[src/rtl/reset_scheduler.sv]
// reset_scheduler: arms on a programmed time of day and walks clr_idx over every seat with a req/ack handshake.
// Define SCHED_REPEAT_EN to re-arm daily with the same trigger; undefined gives one-shot behaviour.
`default_nettype none

module reset_scheduler #(
    parameter int NUM_SEATS = 40
) (
    input  logic        clk,
    input  logic        rst,
    input  logic [10:0] i_time_in,
    input  logic        i_cfg_valid,
    input  logic [10:0] i_cfg_time,
    output logic        o_cfg_ready,
    output logic        o_cfg_err,
    output logic        o_clr_req,
    output logic [5:0]  o_clr_idx,
    input  logic        i_clr_ack,
    output logic        o_busy,
    output logic        o_done
);

    typedef enum logic [2:0] {
        S_IDLE     = 3'd0,
        S_ARMED    = 3'd1,
        S_CLEAR    = 3'd2,
        S_WAIT_ACK = 3'd3,
        S_DONE     = 3'd4
    } state_t;

    localparam logic [5:0] c_LAST_IDX = 6'(NUM_SEATS - 1);

    state_t      r_state;
    state_t      w_state_nxt;
    logic [10:0] r_time_q;
    logic [10:0] r_trig;
    logic [5:0]  r_idx;
    logic [5:0]  w_idx_nxt;
    logic        r_cfg_err;

    logic        w_ready;
    logic        w_xfer;
    logic        w_cfg_ok;
    logic        w_load;
    logic        w_tick;
    logic        w_hit;

    assign w_ready  = (r_state == S_IDLE) || (r_state == S_ARMED) || (r_state == S_DONE);
    assign w_xfer   = i_cfg_valid && w_ready;
    assign w_cfg_ok = (i_cfg_time[10:6] < 5'd24) && (i_cfg_time[5:0] < 6'd60);
    assign w_load   = w_xfer && w_cfg_ok;
    assign w_tick   = (i_time_in != r_time_q);
    assign w_hit    = w_tick && (i_time_in == r_trig);

    always_comb begin
        w_state_nxt = r_state;
        w_idx_nxt   = r_idx;
        case (r_state)
            S_IDLE: begin
                if (w_load) w_state_nxt = S_ARMED;
            end
            S_ARMED: begin
                // A configuration transfer takes priority over a coincident tick.
                if (!w_xfer && w_hit) begin
                    w_state_nxt = S_CLEAR;
                    w_idx_nxt   = 6'd0;
                end
            end
            S_CLEAR: begin
                w_state_nxt = S_WAIT_ACK;
            end
            S_WAIT_ACK: begin
                if (i_clr_ack) begin
                    if (r_idx == c_LAST_IDX) begin
                        w_state_nxt = S_DONE;
                        w_idx_nxt   = 6'd0;
                    end else begin
                        w_idx_nxt = r_idx + 6'd1;
                    end
                end
            end
            S_DONE: begin
                if (w_load) begin
                    w_state_nxt = S_ARMED;
                end else begin
`ifdef SCHED_REPEAT_EN
                    w_state_nxt = S_ARMED;
`else
                    w_state_nxt = S_IDLE;
`endif
                end
            end
            default: begin
                w_state_nxt = S_IDLE;
                w_idx_nxt   = 6'd0;
            end
        endcase
    end

    always_ff @(posedge clk or posedge rst) begin
        if (rst) begin
            r_state   <= S_IDLE;
            r_time_q  <= 11'd0;
            r_trig    <= 11'd0;
            r_idx     <= 6'd0;
            r_cfg_err <= 1'b0;
        end else begin
            r_state   <= w_state_nxt;
            r_time_q  <= i_time_in;
            r_idx     <= w_idx_nxt;
            r_cfg_err <= w_xfer && !w_cfg_ok;
            if (w_load) r_trig <= i_cfg_time;
        end
    end

    assign o_cfg_ready = w_ready;
    assign o_cfg_err   = r_cfg_err;
    assign o_clr_req   = (r_state == S_CLEAR) || (r_state == S_WAIT_ACK);
    assign o_busy      = (r_state == S_CLEAR) || (r_state == S_WAIT_ACK);
    assign o_clr_idx   = r_idx;
    assign o_done      = (r_state == S_DONE);

endmodule

`default_nettype wire

[config.mk]
export PLATFORM = sky130hd
export DESIGN_NAME = reset_scheduler
export DESIGN_NICKNAME = d
export VERILOG_FILES = /design/src/rtl/reset_scheduler.sv
export SDC_FILE = /design/constraint.sdc
export NUM_CORES = 1
export LEC_CHECK = 0
export BUFFER_PORTS_ARGS = -buffer_cell sky130_fd_sc_hd__buf_2
export CAP_MARGIN = 20
export CORE_UTILIZATION = 55
export CTS_CLUSTER_DIAMETER = 150
export DETAILED_ROUTE_END_ITERATION = 12
export PLACE_DENSITY = 0.82
export SYNTH_ARGS = -nofsm -noshare
export SYNTH_HDL_FRONTEND = slang
export SYNTH_SLANG_ARGS = --single-unit
[constraint.sdc]
create_clock -name clk -period 3 [get_ports clk]
set_input_delay 0.15 -clock clk [delete_from_list [all_inputs] [get_ports clk]]
set_output_delay 0.15 -clock clk [all_outputs]
set_load 0.05 [all_outputs]
; Word-level counts from Yosys, hierarchy flattened
; Cells that the tools add are included.
[totals]
word_cells = 45
latch_bits = 0
in_bits = 26
n_memories = 0
rom_bits = 0
ram_bits = 0
reg_bits = 32
[classes]
n_reduce_logical = 15
n_mul = 0
eq_ne = 11
shift = 0
add_sub_neg = 1
bitwise = 1
div_mod_pow = 0
n_lt_le_gt_ge = 2
muxes = 10
[ops]
columns = operator, count
row1 = $mux W6, 3
row2 = $pmux W6 S3, 1
row3 = $pmux W3 S5, 1
row4 = $mux W3, 4
row5 = $eq A11 B11 Y1, 1
row6 = $ne A11 B11 Y1, 1
row7 = $add A6 B1 Y6 const B, 1
row8 = $eq A3 B2 Y1 const B, 2
row9 = $eq A6 B6 Y1 const B, 1
row10 = $logic_and A1 B1 Y1, 6
row11 = $lt A6 B6 Y1 const B, 1
row12 = $ne A2 B2 Y1 const B, 3
row13 = $lt A5 B5 Y1 const B, 1
row14 = $reduce_and A4 Y1, 1
row15 = $eq A3 B1 Y1 const B, 1
row16 = $eq A3 B3 Y1 const B, 1
row17 = $logic_not A3 Y1, 1
row18 = $logic_or A1 B1 Y1, 3
row19 = $reduce_and A3 Y1, 1
row20 = $reduce_or A3 Y1, 1
row21 = $logic_not A1 Y1, 2
row22 = $ne A2 B1 Y1 const B, 1
row23 = $mux W1, 1
row24 = $not A1 Y1, 1

; Logic depth before layout (Yosys ltp)
; Gate-level depths: netlist (run 1).
[logic_depth]
depth_word = 8
depth_mapped = 7
mapped_depth_nobuf = 6

; Worst setup path before layout (run 1)
; Ideal clock, no wire load.
[synth_path]
path_kind = reg2reg
from = reg r_state[0]
to = reg r_idx[3], in the netlist o_clr_idx[3]
synth_period_minus_slack_ns = 2.266
arrival_time_ns = 2.119
path_buffers = 1
required_time_ns = 2.853
stages_incl_launch_ff = 8
slack_ns = 0.734
cell_sequence = dfrtp_1 > buf_2 > a21oi_1 > nand2_1 > and4_4 > a21oi_4 > nand2b_4 > o31ai_1
[synth_via]
elab_chain_len = 8
word_cells_on_any_way = 16
classes_between = 6 x eq/ne / 1 x mux / 1 x bitwise / 8 x reduce/logical
[synth_rtl]
columns = item, line
row1 = from (decl), 32  ; state_t r_state;
row2 = from (signal assigned), 107  ; r_state <= w_state_nxt;
row3 = $eq A3 B1 Y1 or $logic_not A3 Y1 (tied branches), 47  ; assign w_ready = (r_state == S_IDLE) || (r_state == S_ARMED) || (r_state == S_DONE);
row4 = $logic_or A1 B1 Y1, 47
row5 = $logic_or A1 B1 Y1 *, 47
row6 = named net o_cfg_ready, 13  ; output logic o_cfg_ready,
row7 = $logic_and A1 B1 Y1 *, 48  ; assign w_xfer = i_cfg_valid && w_ready;
row8 = $logic_not A1 Y1 *, 63  ; if (!w_xfer && w_hit) begin
row9 = $logic_and A1 B1 Y1 *, 63
row10 = $ne A2 B1 Y1 (no source line) *, n/a
row11 = $reduce_and A3 Y1 (no source line) *, n/a
row12 = to (signal assigned), 109  ; r_idx <= w_idx_nxt;
row13 = to (decl), 36  ; logic [5:0] r_idx;
; Mark *: on every way through the listed nets, which the timed path passes. The rest lies on a longest branch.
; A chain may end at the register's enable or synchronous reset.

; Worst setup path after layout (run 1)
[layout_path]
from = reg r_state[1]
to = reg r_trig[3]
[layout_via]
elab_chain_len = 5
word_cells_on_any_way = 7
classes_between = 2 x eq/ne / 5 x reduce/logical
[layout_rtl]
columns = item, line
row1 = $eq A3 B1 Y1 or $logic_not A3 Y1 (tied branches), 47
row2 = $logic_or A1 B1 Y1, 47
row3 = $logic_or A1 B1 Y1 *, 47
row4 = $logic_and A1 B1 Y1 *, 48
row5 = $logic_and A1 B1 Y1 *, 50  ; assign w_load = w_xfer && w_cfg_ok;
row6 = to (signal assigned), 111  ; if (w_load) r_trig <= i_cfg_time;
row7 = to (decl), 35  ; logic [10:0] r_trig;
; Mark *: on every way between the ends. The rest lies on a longest branch, timed or not.

==> results of run 1 <==
==> through the flow <==
| step | setup slack (ns) | total power, mW |
|---|---|---|
| after detailed placement | 1.10 | 1.39 |
| after global routing | 1.01 | 1.77 |
| after global placement | 1.15 | 1.36 |
| final | 1.10 | 1.66 |
| after CTS | 1.08 | 1.66 |
| after floorplan | 0.734 | 1.23 |
==> power breakdown <==
| part | switching [mW] | internal, mW |
|---|---|---|
| Combinational | 0.448 | 0.272 |
| Sequential | 0.132 | 0.551 |
| Clock | 0.141 | 0.116 |
| Total | 0.721 | 0.939 |
==> state kept, by name, indices dropped and copies added, names as in the netlist <==
register,count
r_time_q,11
r_trig,11
o_clr_idx,6
r_state,3
o_cfg_err,1
==> logic make-up (layout without fill, tap and decap cells) <==
logic type,Yosys count,in the layout,synth area share [%]
flops,32,32,51.3
buf+inv,7,60,2.16
fa+ha+maj,1,1,0.801
simple gates,41,41,16.0
compound gates,22,22,9.46
mux,11,11,7.93
xor+xnor,22,22,12.3
==> worst max-delay path, stage by stage (launching register included) <==
cell and delay, ns:
sky130_fd_sc_hd__dfrtp_1 0.51, sky130_fd_sc_hd__a21oi_1 0.32, sky130_fd_sc_hd__nand3_1 0.50, sky130_fd_sc_hd__mux2_2 0.46
==> cell type report <==
cell class	count	area (sq um)
Fill cell	190	647
Multi-Input combinational cell	97	727
Timing Repair Buffer	49	308
Tap cell	30	37.5
Clock buffer	8	58.8
Inverter	3	11.3
Sequential cell	32	801
==> how the worst min path moves through the flow <==
stage	start	endpoint	slack [ns]	cells after the start
4_1_cts	i_cfg_time[8]	r_trig[8]	0.03	2
6_report	i_cfg_time[8]	r_trig[8]	0.04	2
3_3_place_gp	rst	r_trig[2]	0.19	2
2_1_floorplan	i_time_in[0]	r_time_q[0]	0.18	0
5_1_grt	i_cfg_time[6]	r_trig[6]	0.02	2
3_5_place_dp	rst	r_trig[2]	0.20	2
==> metal layers <==
layer,track usage [%],up-vias,part of all wire (%)
met1,34.0,609,40
met3,9.84,8,7.1
li1,-,578,-
met2,42.5,64,51
met4,11.1,0,1.9
met5,0,-,0
==> placed cells by master, fill, tap and decap left out <==
cell type and count:
sky130_fd_sc_hd__buf_4 1, sky130_fd_sc_hd__nand2b_4 2, sky130_fd_sc_hd__o31ai_1 7, sky130_fd_sc_hd__o21ai_0 4, sky130_fd_sc_hd__dfrtp_1 32, sky130_fd_sc_hd__o221ai_1 1
sky130_fd_sc_hd__nand3_2 1, sky130_fd_sc_hd__nor2_1 7, sky130_fd_sc_hd__o21ai_1 1, sky130_fd_sc_hd__o311ai_1 1, sky130_fd_sc_hd__and2_1 3, sky130_fd_sc_hd__dlygate4sd3_1 12
sky130_fd_sc_hd__nand2b_1 1, sky130_fd_sc_hd__nor4_2 3, sky130_fd_sc_hd__ha_1 1, sky130_fd_sc_hd__and4_1 1, sky130_fd_sc_hd__inv_1 3, sky130_fd_sc_hd__a21oi_4 1
sky130_fd_sc_hd__mux2_2 11, sky130_fd_sc_hd__clkbuf_4 5, sky130_fd_sc_hd__clkbuf_1 2, sky130_fd_sc_hd__buf_2 36, sky130_fd_sc_hd__xor2_1 22, sky130_fd_sc_hd__nand2_1 11
sky130_fd_sc_hd__a21oi_1 6, sky130_fd_sc_hd__and3_1 3, sky130_fd_sc_hd__nor3_1 1, sky130_fd_sc_hd__nor4_1 2, sky130_fd_sc_hd__o22ai_1 1, sky130_fd_sc_hd__clkbuf_8 1
sky130_fd_sc_hd__nand4_1 1, sky130_fd_sc_hd__nand3_1 4, sky130_fd_sc_hd__and4_4 1
==> what timing repair did <==
action,in CTS,in global routing
buffers inserted,0,0
hold buffers,12,0
hold endpoints to repair,24,0
==> impl_metrics.csv, run 1 <==
group,metric,value,unit
timing,max_clock_freq,0.527,GHz
final_layout,finish.instance_area,1940,sq um
setup_path,worst_r2r_endpoint,"r_trig[3]",
setup_path,endpoint_kind,"flip-flop",
outcome,result_of_the_run,"complete, no violations",
clock_tree,max-clock-path-buffers,2,
timing,skew,0.00628,ns
timing,timing.final.max_slew_violations,0,
clock_tree,clock_tree_from_tritoncts,"done",
synth,netlist_instances,136,
synth,synth_edf_count,0,
synth,yosys.cell_count.top_type,"sky130_fd_sc_hd__dfrtp_1",
timing,maxSlewHeadroom,60.3,%
global_route,globalRouteOverflowTotal,0,
setup_path,rr_worst_depth,3,
setup_path,r2r-start,"r_state[1]",
die,die-width,55.3,um
detailed_routing,detail_route.wirelength,3520,um
die,initial_core_util,60.3,%
clock_tree,path_clk_slew,0.09,ns
timing,hold_viol_final,0,
timing,max_slew.worst_pin.slew,0.594,ns
final_layout,drive_above_1_share,32.8,%
synth,synth.largest_area_cell,"sky130_fd_sc_hd__dfrtp_1",
timing,setup_repair_after_global_routing_missed_its_margin,"false",
clock_tree,number_of_cts_inserted_buffers,5,
place,place_congestion,0.864,
die,placeableCoreArea,2590,sq um
synth,synth_ff_type,"sky130_fd_sc_hd__dfrtp_1",
die,ios,37,
final_layout,nets,215,
clock_tree,cts-resized-gates,0,
clock_tree,clkSinkCount,32,
synth,yosys.area.top_type_share,51.3,%
detailed_routing,dr.pass1.iters,4,
flow_run,cap_viol_max_count,0,
die,die_area,3060,sq um
synth,syn-num-nets,163,
detailed_routing,detail_route.iter0.violations,48,
synth,ys_ff_latch,32,
setup_path,path_class,"flip-flop to flip-flop",
die,core.rowCount,18,
setup_path,crit_path_start,"r_state[1]",
final_layout,area_delta_synth_final,24.4,%
timing,setup_tns,0,ns
timing,fin_crit_sh,63.3,%
synth,yosysUniqueCellTypes,29,
setup_path,crit_required,3.22,ns
synth,synth_area,1560,sq um
setup_path,setup.reg_to_reg.worst_slack,1.10,ns
global_route,grt.total_usage,27.1,%
detailed_routing,drt-wirelength-per-cell,16.1,um
place,post-place-cells,199,
global_route,antenna_found_initial,0,
detailed_routing,via_per_inst,5.75,
worst_hold_path,hold_path.class,"input port to flip-flop",
final_layout,antennaDiodeCount,0,
setup_path,critical_path.max_fanout,12,
setup_path,worst_setup_path_endpoint,"r_trig[3]",
detailed_routing,detailroute.via_count,1259,
clock_tree,clkLatencyLatePin,0.33,ns
timing,setup_viol_count_final,0,
clock_tree,cts_htree_levels,2,
die,die_h,55.3,um
global_route,largest_net_degree_at_the_start_of_global_routing,20,
place,placement.io_buffers,36,
synth,post_synth_most_frequent_cells,"32 x sky130_fd_sc_hd__dfrtp_1, 22 x sky130_fd_sc_hd__xor2_1, 11 x sky130_fd_sc_hd__mux2_2, 11 x sky130_fd_sc_hd__nand2_1",
detailed_routing,detail_route.drc_violations,0,
final_layout,post-route-util,75.0,%
final_layout,finish.cell_count_without_fillers,219,
global_route,via_count_of_the_first_global_routing_pass,1286,
clock_tree,clock_tree.root_cell,"sky130_fd_sc_hd__clkbuf_4",
power_and_ir_drop,maximum_vdd_drop,0.752,mV
global_route,wire_length_of_the_first_global_routing_pass,6150,um
synth,ys_top_cells_by_area,"sky130_fd_sc_hd__dfrtp_1 51%, sky130_fd_sc_hd__xor2_1 12%, sky130_fd_sc_hd__mux2_2 7.9%",
setup_path,cp_launch_type,"flip-flop",
timing,min_period,1.90,ns
timing,hold-worst-slack,0.0413,ns
synth,yosysWarnings,0,
place,placed_cell_area,1760,sq um
power_and_ir_drop,cellLeakagePower,0.922,nW
setup_path,worstPathArrival,2.12,ns
place,place_hpwl,2520,um
synth,async_flop_share,100,%
synth,mean_cell_area_of_the_mapped_netlist,11.5,sq um
synth,yosysSeqAreaShare,51.3,%
power_and_ir_drop,power-per-cell-area,854,nW/um^2
detailed_routing,postRouteAntennaNets,0,
Power figures use the tool's default switching activity.
==> run 2, diff against run 1 <==
--- a/config.mk
+++ b/config.mk
@@ -7,10 +7,10 @@
 export LEC_CHECK = 0
 export BUFFER_PORTS_ARGS = -buffer_cell sky130_fd_sc_hd__buf_2
 export CAP_MARGIN = 20
-export CORE_UTILIZATION = 55
+export CORE_UTILIZATION = 47
 export CTS_CLUSTER_DIAMETER = 150
 export DETAILED_ROUTE_END_ITERATION = 12
-export PLACE_DENSITY = 0.82
+export PLACE_DENSITY = 0.74
 export SYNTH_ARGS = -nofsm -noshare
 export SYNTH_HDL_FRONTEND = slang
 export SYNTH_SLANG_ARGS = --single-unit
==> constraint.sdc (replaced) <==
create_clock -name clk -period 1.6 [get_ports clk]
set_input_delay 0.08 -clock clk [delete_from_list [all_inputs] [get_ports clk]]
set_output_delay 0.08 -clock clk [all_outputs]
set_load 0.05 [all_outputs]
==> run 2 against run 1 <==
Compared with the run above: the run now ends with setup timing left; core utilization fell by 4.9 points; die area rose by 16%; clock-buffer cell count fell by 1; final cell count rose by 13%; largest power group unchanged; final area rose by 12%; critical path depth rose by 3; clock power rose by 66%; sequential power rose by 82%.
==> impl_metrics.csv, run 2 (synthesized netlist as in run 1, its figures left out) <==
group,metric,value,unit
setup_path,worstPathArrival,1.95,ns
place,place_congestion,0.817,
setup_path,critical_path.max_fanout,4,
timing,maxSlewHeadroom,59.8,%
worst_hold_path,worst_hold_startpoint,"i_cfg_time[4]",
detailed_routing,drt-wirelength-per-cell,15.0,um
setup_path,cp_top_family,"simple AND/OR/NAND/NOR gates",
global_route,globalRouteOverflowTotal,0,
final_layout,drive_above_1_share,41.4,%
detailed_routing,detail_route.drc_violations,0,
die,ios,37,
setup_path,crit_required,1.81,ns
detailed_routing,detail_route.wirelength,3710,um
final_layout,layout.cells.most_common,"sky130_fd_sc_hd__buf_2",
setup_path,cp_launch_type,"flip-flop",
global_route,antenna_found_initial,0,
worst_hold_path,hold_path.class,"input port to flip-flop",
clock_tree,clock_tree_from_tritoncts,"done",
timing,hold_viol_final,0,
setup_path,path_class,"flip-flop to flip-flop",
worst_hold_path,whs_path_depth,2,
power_and_ir_drop,power-per-cell-area,1510,nW/um^2
clock_tree,number_of_cts_inserted_buffers,5,
timing,setup_tns,-0.583,ns
flow_run,cap_viol_max_count,0,
final_layout,nets,229,
clock_tree,max-clock-path-buffers,2,
global_route,via_count_of_the_first_global_routing_pass,1248,
timing,fin_crit_sh,109,%
setup_path,rr_worst_depth,6,
setup_path,max_incr_delay_on_cp,0.40,ns
die,die_h,59.6,um
die,core.rowCount,20,
power_and_ir_drop,cellLeakagePower,0.989,nW
die,initial_core_util,50.3,%
worst_hold_path,worst_hold_path_endpoint,"r_trig[4]",
place,dpl_worst_slack,-0.167,ns
clock_tree,clkSinkCount,32,
setup_path,slowest_cell_on_the_critical_path,"sky130_fd_sc_hd__dfrtp_1",
clock_tree,clock_tree.root_cell,"sky130_fd_sc_hd__clkbuf_4",
final_layout,post-route-util,70.2,%
place,placed_cell_area,1840,sq um
die,die-width,59.6,um
detailed_routing,detailroute.via_count,1288,
timing,max_slew.worst_pin.slew,0.603,ns
final_layout,antennaDiodeCount,0,
place,place_hpwl,2460,um
die,die_area,3560,sq um
timing,hold-worst-slack,0.0182,ns
detailed_routing,postRouteAntennaNets,0,
setup_path,worst_r2r_endpoint,"o_clr_idx[3]",
clock_tree,path_clk_slew,0.10,ns
global_route,grt.total_usage,22.3,%
timing,setup_repair_after_global_routing_missed_its_margin,"true",
timing,setup_viol_count_final,6,
clock_tree,cts_htree_levels,2,
detailed_routing,via_per_inst,5.21,
timing,layout_setup_ws,-0.143,ns
timing,skew,0.0194,ns
power_and_ir_drop,maximum_vdd_drop,1.22,mV
setup_path,endpoint_kind,"flip-flop",
setup_path,r2r-start,"r_trig[2]",
die,placeableCoreArea,3100,sq um
final_layout,layout_common_cells,"33 x sky130_fd_sc_hd__buf_2, 29 x sky130_fd_sc_hd__dfrtp_1, 22 x sky130_fd_sc_hd__xor2_1",
setup_path,crit_path_cell_trace,"xor2_1 > nor4_2 > and4_4 > a21oi_4 > o31ai_4 > o31ai_2",
setup_path,setup.reg_to_reg.worst_slack,-0.14,ns
detailed_routing,detail_route.iter0.violations,54,
outcome,violations,"setup timing",
final_layout,finish.instance_area,2180,sq um
final_layout,area_delta_synth_final,39.4,%
setup_path,cp_num_buf_inv,0,
clock_tree,clkLatencyLatePin,0.32,ns
outcome,result_of_the_run,"finished with violations",
detailed_routing,dr.pass1.iters,4,
global_route,wire_length_of_the_first_global_routing_pass,5620,um
timing,timing.final.max_slew_violations,0,
final_layout,nFillCells,256,
timing,min_period,1.74,ns
global_route,largest_net_degree_at_the_start_of_global_routing,33,
place,placement.io_buffers,36,
timing,max_clock_freq,0.574,GHz
==> run 2: worst max path at each step <==
| stage | startpoint | endpoint | slack [ns] | cells after the start |
|---|---|---|---|---|
| final | r_trig[2] | o_clr_idx[3] | -0.14 | 6 |
| after CTS | r_trig[5] | o_clr_idx[4] | -0.12 | 6 |
| after floorplan | r_state[0] | o_clr_idx[3] | -0.08 | 7 |
| after global routing | r_trig[2] | o_clr_idx[3] | -0.20 | 6 |
| after detailed placement | r_time_q[1] | o_clr_idx[5] | -0.17 | 6 |
| after global placement | r_time_q[4] | o_clr_idx[3] | -0.13 | 6 |
==> run 2: power by group <==
| group | switching [mW] | internal, mW |
|---|---|---|
| Clock | 0.254 | 0.171 |
| Combinational | 0.969 | 0.658 |
| Sequential | 0.203 | 1.04 |
| Total | 1.43 | 1.87 |
==> run 2: cell type report <==
cell class,count,area [sq um],area share (%)
Timing Repair Buffer,62,428,19.7
Tap cell,44,55.1,2.53
Sequential cell,32,805,37.0
Multi-Input combinational cell,98,828,38.0
Inverter,3,11.3,0.517
Clock buffer,7,45.0,2.07
Clock inverter,1,5.00,0.230
==> run 2: metrics by stage <==
step                cells  power [mW]
finish                247        3.29
global route          247        3.50
CTS                   243        3.20
global placement      219        2.67
floorplan             136        2.35
detailed placement    219        2.71
==> run 2: what timing repair did <==
| item | in CTS | in global routing |
|---|---|---|
| cloned | 1 | 0 |
| buffers inserted | 0 | 1 |
| setup endpoints to repair | 6 | 23 |
| pin swaps | 12 | 8 |
| resized for setup | 5 | 11 |
| hold endpoints to repair | 46 | 3 |
| hold buffers | 15 | 3 |
==> run 2: worst reg2reg max path: stages (launching register included) <==
cell                      delay (ns)
sky130_fd_sc_hd__dfrtp_1        0.40
sky130_fd_sc_hd__xor2_1         0.15
sky130_fd_sc_hd__nor4_2         0.29
sky130_fd_sc_hd__and4_4         0.31
sky130_fd_sc_hd__a21oi_4        0.09
sky130_fd_sc_hd__o31ai_4        0.28
sky130_fd_sc_hd__o31ai_2        0.10
==> run 2: routing by layer <==
layer	GRT usage, %	share of wire (%)
met3	4.80	6.1
met2	38.6	52
met4	9.97	0.83
met5	0	0
met1	26.3	41
